--- config.mk ---
export PLATFORM = sky130hd
export DESIGN_NAME = soc_sysid_regs
export DESIGN_NICKNAME = d
export VERILOG_FILES = /design/src/rtl/soc_sysid_regs.sv
export SDC_FILE = /design/constraint.sdc
export NUM_CORES = 1
export LEC_CHECK = 0
export BUFFER_PORTS_ARGS = -buffer_cell sky130_fd_sc_hd__buf_2
export CAP_MARGIN = 15
export CORE_MARGIN = 3
export CORE_UTILIZATION = 45
export CTS_BUF_LIST = sky130_fd_sc_hd__clkbuf_2 sky130_fd_sc_hd__clkbuf_4 sky130_fd_sc_hd__clkbuf_8
export CTS_CLUSTER_SIZE = 24
export DETAILED_ROUTE_END_ITERATION = 10
export GPL_TIMING_DRIVEN = 0
export PLACE_DENSITY = 0.69
export SYNTH_ARGS = -nofsm -noshare
export SYNTH_HDL_FRONTEND = slang
export SYNTH_SLANG_ARGS = --single-unit
--- constraint.sdc ---
create_clock -name clock -period 3.03 [get_ports clock]
set_input_delay 0.606 -clock clock [delete_from_list [all_inputs] [get_ports clock]]
set_output_delay 0.606 -clock clock [all_outputs]
set_load 0.01 [all_outputs]
--- src/rtl/soc_sysid_regs.sv ---
// System-ID register slave: design ID, timestamp, caps, scratch, 64-bit uptime with a
// coherent hi/lo snapshot and user build words, returned through a fixed-latency read pipeline.
module soc_sysid_regs #(
  parameter logic [31:0]  ID_VALUE     = 32'h0000_0000,
  parameter logic [31:0]  TIMESTAMP    = 32'd0,
  parameter int           NUM_USER     = 4,
  parameter logic [511:0] USER_WORDS   = {16{32'h0}},
  parameter int           READ_LATENCY = 1,
  parameter int           ADDR_W       = 5
) (
  input  logic              clock,
  input  logic              reset_n,
  input  logic [ADDR_W-1:0] address,
  input  logic              read,
  input  logic              write,
  input  logic [31:0]       writedata,
  input  logic [3:0]        byteenable,
  output logic [31:0]       readdata,
  output logic              readdatavalid,
  output logic              waitrequest
);

  localparam int NUM_WORDS = 6 + NUM_USER;

  if (NUM_USER > 16 || NUM_USER < 0) begin : gNumUserCheck
    $error("soc_sysid_regs: NUM_USER must be 0..16");
  end
  if (READ_LATENCY < 1 || READ_LATENCY > 4) begin : gLatencyCheck
    $error("soc_sysid_regs: READ_LATENCY must be 1..4");
  end
  if ((64'(1) << ADDR_W) < 64'(NUM_WORDS)) begin : gAddrWidthCheck
    $error("soc_sysid_regs: ADDR_W too small for the register map");
  end

  logic [63:0] uptime_q, uptime_d;
  logic [31:0] snapHi_q, snapHi_d;
  logic [31:0] scratch_q, scratch_d;
  logic [31:0] pipeData_q [READ_LATENCY];
  logic [READ_LATENCY-1:0] pipeValid_q;

  logic        readAccept;
  logic        writeScratch;
  logic [31:0] addrWide;
  logic [3:0]  userIdx;
  logic [31:0] caps;
  logic [31:0] readMux;

  // A read always wins over a simultaneous write; only the scratch word is writable.
  assign readAccept   = read;
  assign writeScratch = write && !read && (address == ADDR_W'(3));
  assign addrWide     = 32'(address);
  assign userIdx      = 4'(addrWide - 32'd6);
  assign caps         = {16'h0, 4'(READ_LATENCY), 4'h0, 8'(NUM_USER)};
  assign waitrequest  = 1'b0;

  always_comb begin
    readMux = 32'h0;
    case (addrWide)
      32'd0:   readMux = ID_VALUE;
      32'd1:   readMux = TIMESTAMP;
      32'd2:   readMux = caps;
      32'd3:   readMux = scratch_q;
      32'd4:   readMux = uptime_q[31:0];
      32'd5:   readMux = snapHi_q;
      default: begin
        if (addrWide >= 32'd6 && addrWide < 32'(NUM_WORDS)) begin
          readMux = USER_WORDS[{userIdx, 5'd0} +: 32];
        end
      end
    endcase
  end

  // The hi half is latched by the lo read so a later hi read matches across a lo carry.
  always_comb begin
    uptime_d  = uptime_q + 64'd1;
    snapHi_d  = snapHi_q;
    scratch_d = scratch_q;
    if (readAccept && address == ADDR_W'(4)) begin
      snapHi_d = uptime_q[63:32];
    end
    if (writeScratch) begin
      for (int i = 0; i < 4; i++) begin
        if (byteenable[i]) begin
          scratch_d[8*i +: 8] = writedata[8*i +: 8];
        end
      end
    end
  end

  always_ff @(posedge clock or negedge reset_n) begin
    if (!reset_n) begin
      uptime_q  <= 64'd0;
      snapHi_q  <= 32'd0;
      scratch_q <= 32'd0;
    end else begin
      uptime_q  <= uptime_d;
      snapHi_q  <= snapHi_d;
      scratch_q <= scratch_d;
    end
  end

  // Data stages load only behind a valid so the output stage holds its last value.
  always_ff @(posedge clock or negedge reset_n) begin
    if (!reset_n) begin
      pipeValid_q <= '0;
      for (int i = 0; i < READ_LATENCY; i++) begin
        pipeData_q[i] <= 32'd0;
      end
    end else begin
      pipeValid_q[0] <= readAccept;
      if (readAccept) begin
        pipeData_q[0] <= readMux;
      end
      for (int i = 1; i < READ_LATENCY; i++) begin
        pipeValid_q[i] <= pipeValid_q[i-1];
        if (pipeValid_q[i-1]) begin
          pipeData_q[i] <= pipeData_q[i-1];
        end
      end
    end
  end

  assign readdata      = pipeData_q[READ_LATENCY-1];
  assign readdatavalid = pipeValid_q[READ_LATENCY-1];

endmodule
After elaboration in Yosys (flattened, before gate mapping) --
Index checks and enable logic that the tools add are counted.
Word-level totals: register bits after elaboration 161
Operators by class: $add $sub $neg 2, $lt $le $gt $ge 2, equal/unequal tests 5, shifts and indexed selects 1, muxes and demuxes 2, reductions and logical operators 11
Operators with widths (number):
- indexed part select 512 x 10 -> 32 bit (first input constant) | 1
- one-hot mux 32 bit (5 select lines) | 1
- adder 64 x 1 -> 64 bit (second input constant) | 1
- logical NOT 32 bit | 1
- 2-to-1 mux 32 bit | 1
- == test 5 x 2 -> 1 bit (second input constant) | 2
- == test 5 x 3 -> 1 bit (second input constant) | 2
- AND reduction 2 bit | 4
- == test 5 x 1 -> 1 bit (second input constant) | 1
- >= comparator 5 x 3 -> 1 bit (second input constant) | 1
- < comparator 5 x 4 -> 1 bit (second input constant) | 1
- logical AND 1 bit | 4
- subtractor 4 x 3 -> 4 bit (second input constant) | 1
- OR reduction 2 bit | 1
- logical NOT 1 bit | 1

Depth between registers and ports, before layout --
word-level depth 4, mapped depth 7

Least setup slack after synthesis --
Ideal clock, no wire load.
path type input port to flip-flop, start in address[4], end reg snapHi_q[10], library setup time 0.125 ns, data arrival time 2.051 ns, required time 2.905 ns, setup slack 0.854 ns, cell stages on the path 6, path buffers 3, cell sequence nor4b_1 > clkbuf_1 > and3b_1 > clkbuf_1 > buf_2 > mux2_2
Between the ends: word-level cells in the longest chain between the ends 2
RTL lines:
- from (decl) | RTL line 13 | input logic [ADDR_W-1:0] address,
- == test 5 x 3 -> 1 bit | RTL line 78 | if (readAccept && address == ADDR_W'(4)) begin
- logical AND 1 bit | RTL line 78
- to (signal assigned) | RTL line 97 | snapHi_q <= snapHi_d;
- to (decl) | RTL line 36 | logic [31:0] snapHi_q, snapHi_d;
No other way between the ends. A chain may end at the register's enable or synchronous reset.

Final worst setup path --
start reg uptime_q[0], end reg uptime_q[58]
Between the ends: word-level cells in the longest chain between the ends 1
RTL lines:
- from (decl) | RTL line 35 | logic [63:0] uptime_q, uptime_d;
- from (signal assigned) | RTL line 96 | uptime_q <= uptime_d;
- adder 64 x 1 -> 64 bit | RTL line 75 | uptime_d = uptime_q + 64'd1;
- net uptime_d[58] | RTL line 35
The timed path passes the listed nets, and every way through them passes these cells.

==> results by group <==
Status
  – Outcome: completed

Routing
  – Vias: 5317
  – Drt drc: 0
  – Vias per cell: 5.442
  – DRT iter0 DRCs: 351
  – Final antenna-violating net count: 0
  – 1st-pass router iterations: 6
  – Post-DR wirelength/cell: 16.98 um
  – Final wirelength: 16590 um

Clocking
  – Setup Buffers After CTS: 0
  – CTS Root Cell: clkbuf_8
  – H-Tree Depth: 4
  – Hold buffers post-CTS: 0
  – Max Root-Sink Buffers: 2
  – Sink Count: 161
  – Cts bufs inserted: 17
  – CTS tree: yes
  – PostCTS Resize Cnt: 0
  – Clock Latency Late Sink: 460 ps
  – Reg clk slew, reported paths: 80 ps

Layout
  – # diodes: 0
  – Fillers: 1390
  – Final net count: 799
  – Share of layout cells above drive strength 1: 24.28%
  – Area of the multi-input gates: 0.002992 mm^2
  – Reg area: 0.004029 mm^2
  – Final core occ: 53.93%
  – Layout area overhead: 14.91%
  – Post-Layout Inst Area: 0.008381 mm^2

Timing
  – Max-slew violations: 0
  – Slew headroom: 38.33%
  – # setup viols final: 0
  – Post-route minimum period: 2804 ps
  – Unrepaired setup endpoints after global routing: no
  – Fin crit share: 92.53%
  – Final hold viol count: 0
  – Worst-margin pin slew: 917.4 ps
  – Max Fclk: 356.7 MHz
  – Final Skew: 11.49 ps
  – Final WS setup: 226.4 ps

Critical path
  – Buffers & Inverters on Critical Path: 1
  – Max incr delay on CP: 580 ps
  – R2R setup slack: 230 ps
  – Worst setup EP type: flop
  – Arrival time at the worst endpoint: 3140 ps
  – Worst reg2reg startpoint: uptime_q[0]
  – WS Path Type: reg -> reg
  – Req. time, crit path: 3370 ps
  – Reg2reg path depth: 7
  – Crit path max fanout: 10
  – Crit path cell chain: ha_1, nand3_1, nor4_2, nor4b_2, buf_2, nand4_1, xnor2_1
  – CP startpoint kind: flop
  – CP max-delay cell: nor4_2
  – RR Endpoint: uptime_q[58]
  – CP delay by family, top: simple AND/OR/NAND/NOR gates

Floorplan
  – Row count: 45
  – IO Pins: 79
  – Die X: 133.3 um
  – Core box area: 0.01554 mm^2
  – Initial Util: 46.93%
  – Die ar.: 0.01777 mm^2
  – Die height: 133.3 um

Place
  – Placed inst area: 0.007976 mm^2
  – GPL Wtd Cong: 0.8570
  – Placed wire-length estimate: 12450 um
  – I/O Buffers: 77
  – Pre-CTS setup slack: 74.68 ps

Synth
  – Asr flop ratio synth: 100.0%
  – Post-synthesis sequential area ratio: 55.24%
  – Syn nets: 702
  – Top_reg_cell synth: dfrtp_1
  – Most instantiated cells after synthesis: dfrtp_1 (161), mux2_2 (59), nand2_1 (59)
  – Avg Inst Size Synth: 11.12 um^2
  – Post-synth EDFFs: 0
  – Synth top area share: 55.24%
  – Dominant cell type by area after synthesis: dfrtp_1
  – Synthesized instance count: 656
  – Most frequent cell after synthesis: dfrtp_1
  – Netlist cell types: 39
  – Synth area leaders: dfrtp_1 (55%), mux2_2 (9.1%), xnor2_1 (5.4%)
  – #FFs+latches synth: 161
  – Post-synthesis cell area: 0.007293 mm^2
  – Syn. warnings: 0

Global routing
  – Initial antenna violation count: 0
  – Vias in the first global route: 5408
  – Largest net degree at the start of global routing: 86
  – First-pass GRT wire length: 27490 um
  – GR Util All Layers: 19.50%
  – GRT overflow: 0

Power and ir drop
  – Leakage Power: 3.887 nW
  – Maximum vdd drop: 0.0002899 V
  – P per Cell Area: 473.2 mW/mm^2

Worst hold path
  – Hold WC Path Type: in -> async

Flow run
  – Number of max-cap violations: 0
==> cells by family after synthesis <==
family                   share of synthesized area [%]
AND/OR/NAND/NOR                                  14.56
flip-flops                                       55.24
AO/OA/AOI/OAI                                    8.904
buffers and inverters                            3.740
multiplexers                                     9.882
XOR/XNOR                                         7.446
adder cells (fa/ha/maj)                         0.1715
other                                          0.05142
==> flip-flops by register name, indices dropped and copies added (netlist names) <==
signal and flops:
scratch_q 32, uptime_q 64, snapHi_q 32, readdatavalid 1
readdata 32
==> worst reg2reg max path, delay by kind of cell (launching register included) <==
family                   cells  cell delay (ps)
XOR/XNOR                     1              170
adder cells (fa/ha/maj)      1              210
buffers and inverters        1              330
flip-flops                   1              430
AND/OR/NAND/NOR              4             1550
==> where the power goes <==
part           switching, W  internal, W
clock              0.000825     0.000765
combinational      0.000107    0.0000650
sequential        0.0000216      0.00218
total              0.000954      0.00301
==> layout by cell type (no fill, tap or decap), types with 2 or more instances in the layout <==
master and n:
nand3_1 27, mux2_2 59, nor4_1 3, dfrtp_1 161, a21oi_1 32, buf_1 4
o22ai_1 32, nor4b_2 2, nor4_2 4, mux2_1 5, xor2_1 17, buf_2 81
o21ai_0 2, nand3_4 2, a22o_1 30, xnor2_1 45, clkinv_2 2, nor2_1 45
clkinv_4 4, bufinv_16 2, and4_1 5, nand2_1 59, clkinvlp_4 3, clkbuf_8 18
and3_1 9, nand4b_1 2, inv_6 2, inv_1 35, nor3_1 5, clkbuf_1 25
nand4_1 24, and2_1 4
==> metrics by stage <==
step	setup TNS (ps)	cells	hold slack [ps]	power [W]
floorplan	0	656	310.4	0.002313
global placement	-143130	944	458.1	0.002409
global route	0	977	209.3	0.004125
detailed placement	0	945	475.6	0.002424
finish	0	977	164.9	0.003966
CTS	0	977	184.1	0.004014
==> worst max path at each step <==
stage,from,to,slack (ps),depth (start not counted)
after floorplan,address[4],snapHi_q[10],850,6
after global placement,reset_n,readdata[5],-900,1
after detailed placement,address[4],scratch_q[15],70,6
after CTS,uptime_q[0],uptime_q[58],200,7
after global routing,uptime_q[0],uptime_q[58],10,7
final,uptime_q[0],uptime_q[58],230,7
==> area by class of cell <==
cell class / instances / share of cell area (%)
plain buffers: 35 / 1.687
clock buffers: 18 / 2.956
clock inverters: 14 / 1.866
inverters: 35 / 1.568
multi-input cells: 425 / 35.70
flip-flops and latches: 161 / 48.07
well taps: 211 / 3.150
repair buffers: 78 / 5.001
==> metal layers <==
metal	GRT usage, %	vias to the layer above	share of wire, %
met1	26.05	2667	45
met4	6.457	0	1.7
met2	31.97	124	49
met5	0	-	0
li1	-	2504	-
met3	4.079	22	4.1
(Power assumes the default switching activity.)
